**src/rtl/fetch_pkg.sv**
```systemverilog
// Shared definitions for the instruction fetch controller:
// the state encoding, the default PC step and PC alignment.
package fetch_pkg;

    localparam int unsigned XLEN            = 32;
    localparam int unsigned PC_STEP_DEFAULT = 4;

    typedef enum logic [1:0] {
        ST_RST    = 2'd0,
        ST_RUN    = 2'd1,
        ST_HOLD   = 2'd2,
        ST_BUBBLE = 2'd3
    } fetch_state_e;

    function automatic logic [XLEN-1:0] align_pc(input logic [XLEN-1:0] pc);
        return pc & ~32'd3;
    endfunction

endpackage

```
**src/rtl/fetch_skid_buf.sv**
```systemverilog
// One-entry skid buffer that holds the read word which arrives while decode is stalled.
module fetch_skid_buf
    import fetch_pkg::*;
(
    input  logic            clk,
    input  logic            reset,
    input  logic            i_flush,
    input  logic            i_load,
    input  logic            i_pop,
    input  logic [XLEN-1:0] i_pc,
    input  logic [XLEN-1:0] i_inst,
    output logic            o_valid,
    output logic [XLEN-1:0] o_pc,
    output logic [XLEN-1:0] o_inst
);

    logic            r_valid;
    logic [XLEN-1:0] r_pc;
    logic [XLEN-1:0] r_inst;

    always_ff @(posedge clk) begin
        if (reset || i_flush) begin
            r_valid <= 1'b0;
            r_pc    <= '0;
            r_inst  <= '0;
        end else if (i_load) begin
            r_valid <= 1'b1;
            r_pc    <= i_pc;
            r_inst  <= i_inst;
        end else if (i_pop) begin
            r_valid <= 1'b0;
        end
    end

    assign o_valid = r_valid;
    assign o_pc    = r_pc;
    assign o_inst  = r_inst;

endmodule

```
**src/rtl/inst_fetch_ctrl.sv**
```systemverilog
// Instruction fetch controller: issues word addresses to a one-cycle-latency memory and
// presents instructions to decode with a valid/ready handshake, prediction and redirect.
module inst_fetch_ctrl
    import fetch_pkg::*;
#(
    parameter logic [31:0] RESET_PC = 32'h0000_0000,
    parameter int unsigned PC_STEP  = PC_STEP_DEFAULT
) (
    input  logic        clk,
    input  logic        reset,
    output logic [31:0] mem_addr,
    input  logic [31:0] mem_rdata,
    output logic        if_valid,
    output logic [31:0] if_pc,
    output logic [31:0] if_inst,
    input  logic        id_ready,
    input  logic        pred_taken,
    input  logic [31:0] pred_target,
    input  logic        redirect_valid,
    input  logic [31:0] redirect_pc,
    output logic [31:0] fetch_cnt,
    output logic [1:0]  dbg_state
);

    // Handshake: an instruction moves to decode in a cycle where if_valid && id_ready;
    // if_pc/if_inst are held stable while if_valid is high and id_ready is low.

    localparam logic [31:0] STEP = 32'(PC_STEP);

    fetch_state_e r_state;
    logic [31:0]  r_addr;
    logic         r_fly_v;
    logic         r_out_v;
    logic         r_out_mem;
    logic [31:0]  r_out_pc;
    logic [31:0]  r_out_inst;
    logic [31:0]  r_cnt;

    logic         w_xfer;
    logic         w_out_free;
    logic         w_arrive_v;
    logic         w_pend_v;
    logic [31:0]  w_pend_pc;
    logic [31:0]  w_pend_inst;
    logic         w_sk_v;
    logic [31:0]  w_sk_pc;
    logic [31:0]  w_sk_inst;
    logic         w_sk_load;

    assign w_xfer     = r_out_v && id_ready;
    assign w_out_free = !r_out_v || id_ready;
    // A word is arriving that the output is not already showing straight from memory.
    // Such a word always belongs to the address still on mem_addr, which is held in HOLD.
    assign w_arrive_v  = r_fly_v && !r_out_mem;
    assign w_pend_v    = w_sk_v || w_arrive_v;
    assign w_pend_pc   = w_sk_v ? w_sk_pc   : r_addr;
    assign w_pend_inst = w_sk_v ? w_sk_inst : mem_rdata;
    assign w_sk_load   = !redirect_valid && !w_out_free && w_arrive_v;

    fetch_skid_buf u_skid (
        .clk     (clk),
        .reset   (reset),
        .i_flush (redirect_valid),
        .i_load  (w_sk_load),
        .i_pop   (w_out_free),
        .i_pc    (r_addr),
        .i_inst  (mem_rdata),
        .o_valid (w_sk_v),
        .o_pc    (w_sk_pc),
        .o_inst  (w_sk_inst)
    );

    always_ff @(posedge clk) begin
        if (reset) begin
            r_state    <= ST_RST;
            r_addr     <= RESET_PC;
            r_fly_v    <= 1'b0;
            r_out_v    <= 1'b0;
            r_out_mem  <= 1'b0;
            r_out_pc   <= RESET_PC;
            r_out_inst <= '0;
            r_cnt      <= '0;
        end else begin
            if (w_xfer) begin
                r_cnt <= r_cnt + 32'd1;
            end
            if (redirect_valid) begin
                r_state   <= ST_BUBBLE;
                r_out_v   <= 1'b0;
                r_out_mem <= 1'b0;
                r_fly_v   <= 1'b0;
                r_addr    <= align_pc(redirect_pc);
            end else if (w_xfer && pred_taken) begin
                r_state   <= ST_BUBBLE;
                r_out_v   <= 1'b0;
                r_out_mem <= 1'b0;
                r_fly_v   <= 1'b0;
                r_addr    <= align_pc(pred_target);
            end else if (w_out_free) begin
                r_state <= ST_RUN;
                r_out_v <= 1'b1;
                if (w_pend_v) begin
                    // The read on mem_addr this cycle repeats the pending word, so it is not used.
                    r_out_pc   <= w_pend_pc;
                    r_out_inst <= w_pend_inst;
                    r_out_mem  <= 1'b0;
                    r_fly_v    <= 1'b0;
                    r_addr     <= w_pend_pc + STEP;
                end else begin
                    r_out_pc  <= r_addr;
                    r_out_mem <= 1'b1;
                    r_fly_v   <= 1'b1;
                    r_addr    <= r_addr + STEP;
                end
            end else begin
                r_state <= ST_HOLD;
                if (r_out_mem) begin
                    r_out_inst <= mem_rdata;
                    r_out_mem  <= 1'b0;
                end
                r_fly_v <= !w_pend_v;
            end
        end
    end

    assign mem_addr  = r_addr;
    assign if_valid  = r_out_v;
    assign if_pc     = r_out_pc;
    assign if_inst   = r_out_mem ? mem_rdata : r_out_inst;
    assign fetch_cnt = r_cnt;
    assign dbg_state = r_state;

endmodule

```
**config.mk**
```make
export PLATFORM = sky130hd
export DESIGN_NAME = inst_fetch_ctrl
export DESIGN_NICKNAME = d
export VERILOG_FILES = /design/src/rtl/fetch_pkg.sv /design/src/rtl/fetch_skid_buf.sv /design/src/rtl/inst_fetch_ctrl.sv
export SDC_FILE = /design/constraint.sdc
export NUM_CORES = 1
export LEC_CHECK = 0
export ABC_CLOCK_PERIOD_IN_PS = 5300
export BUFFER_PORTS_ARGS = -buffer_cell sky130_fd_sc_hd__buf_2
export CORE_ASPECT_RATIO = 1.1
export CORE_MARGIN = 4
export CORE_UTILIZATION = 35
export CTS_BUF_LIST = sky130_fd_sc_hd__clkbuf_8
export CTS_CLUSTER_DIAMETER = 200
export CTS_CLUSTER_SIZE = 16
export DETAILED_ROUTE_END_ITERATION = 6
export PLACE_DENSITY_LB_ADDON = 0.25
export SYNTH_ARGS = -nofsm -noshare
export SYNTH_HDL_FRONTEND = slang
export SYNTH_SLANG_ARGS = --single-unit
```
**constraint.sdc**
```tcl
create_clock -name clk -period 5.3 [get_ports clk]
set_input_delay 0.265 -clock clk [delete_from_list [all_inputs] [get_ports clk]]
set_output_delay 0.265 -clock clk [all_outputs]
set_load 0.03 [all_outputs]
```
Yosys cells after proc, flatten, opt, wreduce, memory -nomap -nowiden

Cells that the tools add are included.
Widths: inputs -> output; s select.

Bits in registers: 198
Latch bits: 0
Input bits: 101
Bits in read-only memories: 0
Output and inout bits: 131
Memories: 0
Bits in writable memories: 0

Add/sub/neg operators: 3
Muxes and demuxes: 17
Eq/ne operators: 1
Magnitude comparators: 0
Shift operators: 0
Div/mod/pow operators: 0
Bitwise operators: 3
Multiply operators: 0
Reductions and logical operators: 19

Operators by type and width:

| cell                  | count |
|---|---|
| $mux 32               | 10 |
| $add 32x3->32 const B | 2 |
| $add 32x1->32 const B | 1 |
| $mux 2                | 3 |
| $reduce_and 3->1      | 2 |
| $logic_and 1x1->1     | 5 |
| $logic_not 1->1       | 5 |
| $mux 1                | 4 |
| $reduce_or 4->1       | 1 |
| $logic_or 1x1->1      | 3 |
| $not 1->1             | 3 |
| $reduce_bool 3->1     | 1 |
| $reduce_or 3->1       | 1 |
| $ne 2x1->1 const B    | 1 |
| $reduce_bool 2->1     | 1 |

Depth between registers and ports, before layout

Gate-level depths: netlist of the first run.

Depth in word-level cells: 7
Depth in mapped cells: 12
Mapped depth without buffers: 8

By module

Synthesis of the first run repeated with hierarchy kept, for this count alone.

Cell total of the unflattened synthesis: 1135
Area total of the unflattened synthesis: 9923.3 µm²

By module, submodules not included:

| module          | cells each | area each (µm²) | times used | sequential area each (µm²) |
|---|---|---|---|---|
| inst_fetch_ctrl | 924        | 7604.8          | 1          | 2662.6 |
| fetch_skid_buf  | 211        | 2318.5          | 1          | 1301.2 |

Worst setup path before layout of the first run

No wires, ideal clock.

Path type: register -> register
Start: reg u_skid.r_valid (netlist: u_skid.o_valid)
End: reg r_addr[24] (netlist: mem_addr[24])
Stages on the path, launching flop included: 13
Setup slack: 2.465 ns
Clock period less this slack: 2.835 ns
Library setup time: 0.134 ns
Arrival: 2.701 ns
Path through: dfxtp_1 > buf_6 > buf_8 > buf_4 > buf_2 > mux2_2 > ha_1 > inv_1 > a2111oi_4 > nand2_2 > or4_1 > a311oi_1 > a211oi_1

Cells in the longest elaborated chain, start to end: 6
Elaborated cells on any way between the ends: 7

RTL lines:

| item                   | line                   | source |
|---|---|---|
| start, declared        | fetch_skid_buf.sv:17   | `logic r_valid;` |
| start signal, assigned | fetch_skid_buf.sv:23   | `r_valid <= 1'b0;` |
| start signal, assigned | fetch_skid_buf.sv:27   | `r_valid <= 1'b1;` |
| start signal, assigned | fetch_skid_buf.sv:31   | `r_valid <= 1'b0;` |
| $mux 32                | inst_fetch_ctrl.sv:56  | `assign w_pend_pc = w_sk_v ? w_sk_pc : r_addr;` |
| $add 32x3->32          | inst_fetch_ctrl.sv:108 | `r_addr <= w_pend_pc + STEP;` |
| $mux 32 *              | inst_fetch_ctrl.sv:102 | `if (w_pend_v) begin` |
| $mux 32 *              | inst_fetch_ctrl.sv:99  | `end else if (w_out_free) begin` |
| $mux 32 *              | inst_fetch_ctrl.sv:93  | `end else if (w_xfer && pred_taken) begin` |
| $mux 32 *              | inst_fetch_ctrl.sv:87  | `if (redirect_valid) begin` |
| end signal, assigned   | inst_fetch_ctrl.sv:92  | `r_addr <= align_pc(redirect_pc);` |
| end signal, assigned   | inst_fetch_ctrl.sv:98  | `r_addr <= align_pc(pred_target);` |
| end signal, assigned   | inst_fetch_ctrl.sv:108 |  |
| end, declared          | inst_fetch_ctrl.sv:31  | `logic [31:0] r_addr;` |

Mark *: on every way between the ends. The rest lies on a longest branch, timed or not. The select of a mux whose other input is x is not followed.
A chain may end at the register's enable or synchronous reset.

Worst setup path after layout of the first run

Ends and elaborated chain as after synthesis.

==> results list, run 1 <==
- Setup crit end: mem_addr[24]
- Number of vias per cell after detailed routing: 5.34
* DRC violations left: 0
- Number of clock sinks: 198
* PortBufs: 227
* Post-CTS Setup Inserts: 0
* Reg-to-reg endpoint: mem_addr[24]
* Count of TritonRoute iterations in the first routing pass: 5
- Detailed placement ended at an HPWL of 20.4 mm.
- Grt ovf: 0
* Final #Nets: ~1400
- The area growth from synthesis to layout is 18.7%.
- After the flow finishes, the layout carries non-filler instances totaling 1696.
- Ranked by total cell area, the synthesized netlist is headed by sky130_fd_sc_hd__dfxtp_1, sky130_fd_sc_hd__nand2_1, sky130_fd_sc_hd__mux2i_1.
- The run finished with clean final reports.
- Static timing analysis puts the maximum clock frequency at about 310 MHz.
- In this run the vertical extent of the chip is 182 µm.
* Io pins: 232
* Remaining antenna violation count after routing: 0
- Setup Slack @ Placement: 2.05 ns
- Area leader, netlist: sky130_fd_sc_hd__dfxtp_1
* Ys async rst share: 0%
- In this run the number of cells on the critical path is 8.
* Critical path capture point type: flop
- The tightest hold path in the finished design has a slack of approximately 0.03 ns.
- Ordered list of cells on the worst path: mux2_2 -> ha_1 -> inv_1 -> a2111oi_4 -> nand2_2 -> or4_1 -> a311oi_1 -> a211oi_1
- The cell area that synthesis handed to floorplanning was 9690 µm².
* Worst-Skew Late Latency: 0.47 ns
* IR drop worst, VDD: about 120 µV
- Buffers inserted to repair hold after CTS numbered 6.
- Combined global-route utilization of all metal layers: between 10% and 20%
- Setup skew after layout: about 0.027 ns
- At the pin with the least slew margin, the transition time is 1.02 ns.
- Maximum root-to-sink buffer count: 2
- Critical Path Start: u_skid.o_valid
- Vias in the first global route: between 8000 and 9000
* Global-route wire length before repair: 48.8 mm
- The number of antenna violations at the first check in global routing is 3.
- Leakage: 4.49 nW
* Number of maximum-capacitance constraint violations: 0
- Starting density of the core: 35.7%
- STA puts the critical path data arrival time at 3.56 ns.
- The worst register-to-register path has a depth of 8.
- Pin count of the biggest net entering global routing: 87
- Core Footprint: 27100 µm²
* CP max-delay cell: sky130_fd_sc_hd__dfxtp_4
- Area share of the largest cell type after synthesis: 40.9%
* Post-Syn Nets: around 1300
- At the end of routability-driven placement, the weighted congestion stood at 0.792.
- Number of setup violations in the final report: 0
- Clock tree root buffer cell: sky130_fd_sc_hd__clkbuf_8
- Cell Pwr Density: 270 nW/µm²
- Sequential share of the synthesized area: between 40 and 50%
- H-tree levels: 4
* Flip-flop and latch count after synthesis: 198
- By startpoint and endpoint, the worst setup path is classified as flop to flop.
* Total instance count after detailed placement: 1657
- Instance count along the most critical hold path: 3
- Along the worst path, the maximum fanout reaches 57.
- After clock tree synthesis, the clock-pin slew on the worst setup and hold paths is approximately 0.13 ns.
- In the final routed layout, each cell accounts on average for 18.3 µm.
* Path type of the worst min-delay path: primary input to flop
* Tmin final: 3.24 ns
- Setup slack closes at 2.06 ns.
- Combined flip-flop and latch cell area: 3970 µm²
- The completed layout was analyzed and its total power is ~3.1 mW.
- The synthesized netlist contains 69 unique library cells.
* Layout cell share with drive strength beyond 1: 24.8%
- For flop-to-flop paths, the worst setup slack is 2.06 ns.
- Cell family with the largest share of critical-path delay: flip-flops
- Nature of the critical path startpoint: flop
- The first routing iteration left 467 violations.
* Final Cycle Share: 61.2%
- Number of buffers created by CTS: 17
- The initialized floorplan defines 63 standard-cell rows.
- Counting both buffers and inverters, the worst setup path holds a total of 1.
- Among all flip-flop cells after synthesis, the most frequent one is sky130_fd_sc_hd__dfxtp_1.
- Largest stage delay on the critical path: a little under 0.9 ns
- WL final: 31.1 mm
* Req. time, crit path: 5.62 ns
- TritonCTS built the clock tree.
* Multi-input combinational cell area: between 5000 and 6000 µm²
- Average instance area after synthesis: 8.45 µm²
- Yosys printed 0 warnings.
* Final-report max-slew violation count: 0
- The die covers 30400 µm².
* Startpoint of the most critical register-to-register path: u_skid.o_valid
- Counting flops with a built-in enable in the synthesized netlist gives 0.
* Number of gates resized after cts: 0
* Routed via count: between 9000 and 10000
- The final hold violation count is 0.
- Width of the die: 167 µm
- Setup_tns: 0 ns
- Counting every instance in the synthesized netlist gives 1147.
* Unrepaired setup endpoints after global routing: false
- Filler cells: 2792
- Slew headroom: 32.0%
==> how the worst min path moves through the flow <==
stage                    startpoint           endpoint  slack (ns)
floorplan           redirect_pc[10]       mem_addr[10]        0.37
global placement      r_out_inst[5]      r_out_inst[5]        0.44
detailed placement    r_out_inst[1]      r_out_inst[1]        0.44
CTS                   mem_rdata[30]  u_skid.o_inst[30]      0.0002
global route        redirect_pc[16]       mem_addr[16]        0.01
finish                mem_rdata[30]  u_skid.o_inst[30]        0.03
==> state kept, by name, summed over array words and instances (netlist names) <==
register and flops:
dbg_state 2, fetch_cnt 32, if_pc 32, if_valid 1, mem_addr 32, r_fly_v 1
r_out_inst 32, r_out_mem 1, u_skid.o_inst 32, u_skid.o_pc 32, u_skid.o_valid 1
==> where the power goes <==
part / switching, mW / internal (mW)
Sequential: 0.0478 / 1.54
Combinational: 0.344 / 0.168
Clock: 0.615 / 0.396
==> area by class of cell <==
cell class | count | area share, %
clock inverter | 15 | 1.45
timing repair buffer | 246 | 11.3
multi-input combinational | 842 | 46.2
antenna | 1 | 0.0218
sequential | 198 | 34.5
clock buffer | 17 | 2.04
tap | 357 | 3.89
inverter | 20 | 0.653
==> kinds of logic after synthesis <==
logic type	share of synthesized area [%]
adder cells (fa/ha/maj)	0.258
flip-flops	40.9
AND/OR/NAND/NOR	19.4
XOR/XNOR	3.80
buffers and inverters	4.65
AO/OA/AOI/OAI	20.2
multiplexers	10.7
==> per-stage QoR <==
step	area, µm²	utilization (%)
2_1_floorplan	9690	-
3_3_place_gp	11000	40.7
3_5_place_dp	11000	40.7
4_1_cts	11500	42.4
5_1_grt	11500	42.4
6_report	11500	42.4
==> worst reg2reg max path: cells and delay by family (launching register included) <==
kind,cells,cell delay [ns]
buffers and inverters,1,0.14
flip-flops,1,0.87
AO/OA/AOI/OAI,3,0.79
AND/OR/NAND/NOR,2,0.72
multiplexers,1,0.35
adder cells (fa/ha/maj),1,0.25
==> cell usage in the layout, fill, tap and decap left out, types with 19 or more instances in the layout <==
cell,n
sky130_fd_sc_hd__xor2_1,24
sky130_fd_sc_hd__dfxtp_1,197
sky130_fd_sc_hd__a22o_1,19
sky130_fd_sc_hd__mux2i_1,62
sky130_fd_sc_hd__a21oi_1,111
sky130_fd_sc_hd__nand3_1,33
sky130_fd_sc_hd__inv_1,21
sky130_fd_sc_hd__nor2_1,82
sky130_fd_sc_hd__o211ai_1,35
sky130_fd_sc_hd__mux2_2,36
sky130_fd_sc_hd__o21ai_0,29
sky130_fd_sc_hd__nand2_1,204
sky130_fd_sc_hd__buf_2,226
sky130_fd_sc_hd__a211oi_1,38
==> synthesized netlist by cell type (3+ instances only) <==
master	number
sky130_fd_sc_hd__nor2_1	83
sky130_fd_sc_hd__nand2_1	204
sky130_fd_sc_hd__o211ai_1	35
sky130_fd_sc_hd__inv_1	19
sky130_fd_sc_hd__nand3_2	3
sky130_fd_sc_hd__xnor2_1	18
sky130_fd_sc_hd__a221oi_1	12
sky130_fd_sc_hd__a211oi_1	38
sky130_fd_sc_hd__buf_2	12
sky130_fd_sc_hd__mux2i_1	62
sky130_fd_sc_hd__o31ai_1	7
sky130_fd_sc_hd__a21oi_1	111
sky130_fd_sc_hd__or4_1	3
sky130_fd_sc_hd__clkbuf_1	68
sky130_fd_sc_hd__a221o_1	5
sky130_fd_sc_hd__nor2b_1	3
sky130_fd_sc_hd__a21boi_0	3
sky130_fd_sc_hd__o221ai_1	3
sky130_fd_sc_hd__nor3_1	17
sky130_fd_sc_hd__nand3_1	33
sky130_fd_sc_hd__nand3b_4	3
sky130_fd_sc_hd__nand4_1	15
sky130_fd_sc_hd__or3_1	9
sky130_fd_sc_hd__and2_1	3
sky130_fd_sc_hd__o22ai_1	5
sky130_fd_sc_hd__mux2_2	36
sky130_fd_sc_hd__dfxtp_1	198
sky130_fd_sc_hd__a311oi_1	4
sky130_fd_sc_hd__o21ai_0	29
sky130_fd_sc_hd__a22o_1	19
sky130_fd_sc_hd__nor4_1	6
sky130_fd_sc_hd__and4_1	4
sky130_fd_sc_hd__xor2_1	24
sky130_fd_sc_hd__nand4b_1	3
sky130_fd_sc_hd__nand2b_1	3
sky130_fd_sc_hd__and3_1	6
==> routing by layer <==
layer / wire length, µm / global-route usage, % / share of wire, % / vias up
li1: - / - / - / 4467
met1: 13900 / 24.4 / 45 / 4307
met2: 14700 / 33.4 / 47 / 230
met3: 1800 / 5.03 / 5.8 / 43
met4: 714 / 6.94 / 2.3 / 4
met5: 27 / 0 / 0.087 / -
Note: power is estimated with default switching activity, not from simulation.
==> inputs of run 2 (changes only) <==
--- a/config.mk
+++ b/config.mk
@@ -5,7 +5,7 @@
 export SDC_FILE = /design/constraint.sdc
 export NUM_CORES = 1
 export LEC_CHECK = 0
-export ABC_CLOCK_PERIOD_IN_PS = 5300
+export ABC_CLOCK_PERIOD_IN_PS = 3300
 export BUFFER_PORTS_ARGS = -buffer_cell sky130_fd_sc_hd__buf_2
 export CORE_ASPECT_RATIO = 1.1
 export CORE_MARGIN = 4
==> constraint.sdc (replaced) <==
create_clock -name clk -period 3.3 [get_ports clk]
set_input_delay 0.165 -clock clk [delete_from_list [all_inputs] [get_ports clk]]
set_output_delay 0.165 -clock clk [all_outputs]
set_load 0.03 [all_outputs]
==> run 2 against run 1 <==
Global-route usage about the same; clock-buffer cell count increased by 1; via count is 2.1% higher; largest cell class unchanged.
==> results list, run 2 (synthesis results as in run 1) <==
* Final #Nets: 1499
- RD Place Congestion: 0.796
- Clock tree root buffer cell: sky130_fd_sc_hd__clkbuf_8
- For this block, the initial DRC count from the detailed router was roughly 570.
- Across the VDD grid, the largest voltage drop is around 260 µV.
* Most common cell after layout, fill and taps aside: sky130_fd_sc_hd__buf_2
* H-tree levels: 4
- The total overflow left after global routing is 0.
* Maximum root-to-sink buffer count: 2
* Io pins: 232
- Number of maximum-capacitance constraint violations: 0
- Register clock-pin slew on the reported worst setup and hold paths: 0.12 ns
- At the placement stage, the worst setup path has a slack of 0.547 ns.
* Critical Setup Path Class: flop to flop
- Worst-Skew Late Latency: 0.46 ns
- Number of buffers created by CTS: 17
- Across every metal layer, demand over resource in global routing totals between 10% and 20%.
- Setup repair after global routing left no endpoint under its margin.
- Tmin final: 2.79 ns
- The floorplan step defined a core boundary enclosing 27100 µm².
- Detailed-placement wirelength estimate: 21.1 mm
- Along the worst path, the maximum fanout reaches 33.
- Switching power of the nets: 1.64 mW
* Number of clock sinks: 198
- Hold buffers post-CTS: 57
- Layout cell share with drive strength beyond 1: 25.0%
- For this run, the top clock speed supported by timing is 359 MHz.
* Num rows: 63
- Power spread over the standard cell area amounts to 414 nW/µm².
- The routed layout has 9237 vias.
- The library cells used most frequently in the layout, excluding fill and tap cells, are sky130_fd_sc_hd__buf_2, sky130_fd_sc_hd__nand2_1, sky130_fd_sc_hd__dfxtp_1.
- Setup skew after layout: 0.0217 ns
* Number of setup violations in the final report: 0
- Data arrives at the worst endpoint at 3.10 ns.
- Nature of the critical path startpoint: flop
* Remaining antenna violation count after routing: 0
- STA puts the critical path data required time at 3.62 ns.
- The initial utilization of the core area, before any placement, comes to 35.7%.
- CTS tree: built
- Leakage: 4.80 nW
- Area overhead of the layout relative to synthesis: 25.6%
- Transition time at the pin with the least slew margin: 0.841 ns
* Critical Path Start: u_skid.o_valid
- Initial antenna violation count: 1
* Sequential fraction of design power: 50.7%
* Global-route wire length before repair: 48.9 mm
* Outcome: complete, no violations
- Post-CTS Setup Inserts: 0
- PortBufs: approximately 230
- Setup_tns: 0 ns
- Net switching is 32.7% of the power.
- Routed wire length per instance: 17.6 µm
- The clock network is responsible for 31.8% of the overall power.
- The final hold violation count is 0.
- Beginning of the worst hold path: pred_target[4]
- Count of TritonRoute iterations in the first routing pass: 6
* Die outline area: ~30000 µm²
- Vias in the first global route: 8736
- Combinational cells account for 17.5% of the total power.
- Path type of the worst min-delay path: primary input to flop
- WL final: 31.2 mm
- In this run the tightest slew margin relative to its limit is 44.0%.
- Startpoint of the most critical register-to-register path: u_skid.o_valid
- Final-report max-slew violation count: 0
- From left edge to right edge, the die measures around 170 µm.
- Internal power: 3.39 mW
* DRC violations left: 0
- Final Cycle Share: 84.5%
- After detailed routing, the number of vias per cell comes to 5.23.
- Pin count of the biggest net entering global routing: 50
* Number of gates resized after cts: 0
* Critical path capture point type: flop
* Vertical die dimension: around 180 µm
- Across all setup checks in the final design, the least slack found is 0.512 ns.
-- run 2: changes by cell type in the layout (fill, tap and decap cells not counted), moves of 2 or more --
cell,before,now
sky130_fd_sc_hd__inv_8,4,2
sky130_fd_sc_hd__inv_6,3,6
sky130_fd_sc_hd__buf_4,14,33
sky130_fd_sc_hd__clkinv_4,2,0
sky130_fd_sc_hd__dlygate4sd3_1,6,58
sky130_fd_sc_hd__clkinv_8,2,5
-- run 2: cell type report --
| cell class | instances | area, µm² |
|---|---|---|
| clock buffer | 18 | 248 |
| sequential | 198 | 3970 |
| fill | 2747 | 14900 |
| antenna | 1 | 2.50 |
| multi-input combinational | 842 | 5310 |
| inverter | 20 | 75.1 |
| tap | 357 | 447 |
| clock inverter | 14 | 160 |
| timing repair buffer | 317 | 1960 |
-- run 2: critical path, stage by stage, from the launching register on --
cell	delay, ns
sky130_fd_sc_hd__dfxtp_4	0.66
sky130_fd_sc_hd__mux2_2	0.28
sky130_fd_sc_hd__ha_1	0.25
sky130_fd_sc_hd__inv_1	0.14
sky130_fd_sc_hd__a2111oi_4	0.38
sky130_fd_sc_hd__nand2_2	0.13
sky130_fd_sc_hd__or4_1	0.48
sky130_fd_sc_hd__a311oi_1	0.26
sky130_fd_sc_hd__a211oi_1	0.07
-- run 2: power by group through the flow --
stage	Combinational (mW)	Clock (mW)	Sequential [mW]
final	0.882	1.60	2.55
after global placement	0.830	0	2.60
after CTS	0.888	1.68	2.55
after floorplan	0.421	0	2.70
after detailed placement	0.833	0	2.60
after global routing	0.956	1.76	2.56
-- run 2: path summary, 6_finish.rpt --
check / cells after the start / slack [ns] / end
worst max-delay path: 8 / 0.51 / mem_addr[24]
worst min-delay path: 3 / 0.05 / mem_addr[4]
worst max register to register: 8 / 0.51 / mem_addr[24]
worst min register to register: 2 / 0.46 / r_out_inst[20]
-- run 2: through the flow --
step           hold slack (ns)  total power [mW]  area, µm²  cells  util [%]
2_1_floorplan            0.274              3.12       9690   1147         -
3_3_place_gp             0.381              3.43      11200   1676      41.2
3_5_place_dp             0.393              3.44      11200   1676      41.2
4_1_cts               0.000892              5.12      12200   1765      44.8
5_1_grt                0.00130              5.28      12200   1767      44.9
6_report                0.0468              5.03      12200   1767      44.9
-- run 2: layer usage --
layer / track usage (%) / vias to the layer above / part of all wire [%]
met2: 33.8 / 249 / 48
li1: - / 4606 / -
met5: 0 / - / 0
met1: 25.7 / 4367 / 45
met3: 4.64 / 15 / 5.8
met4: 3.83 / 0 / 0.80
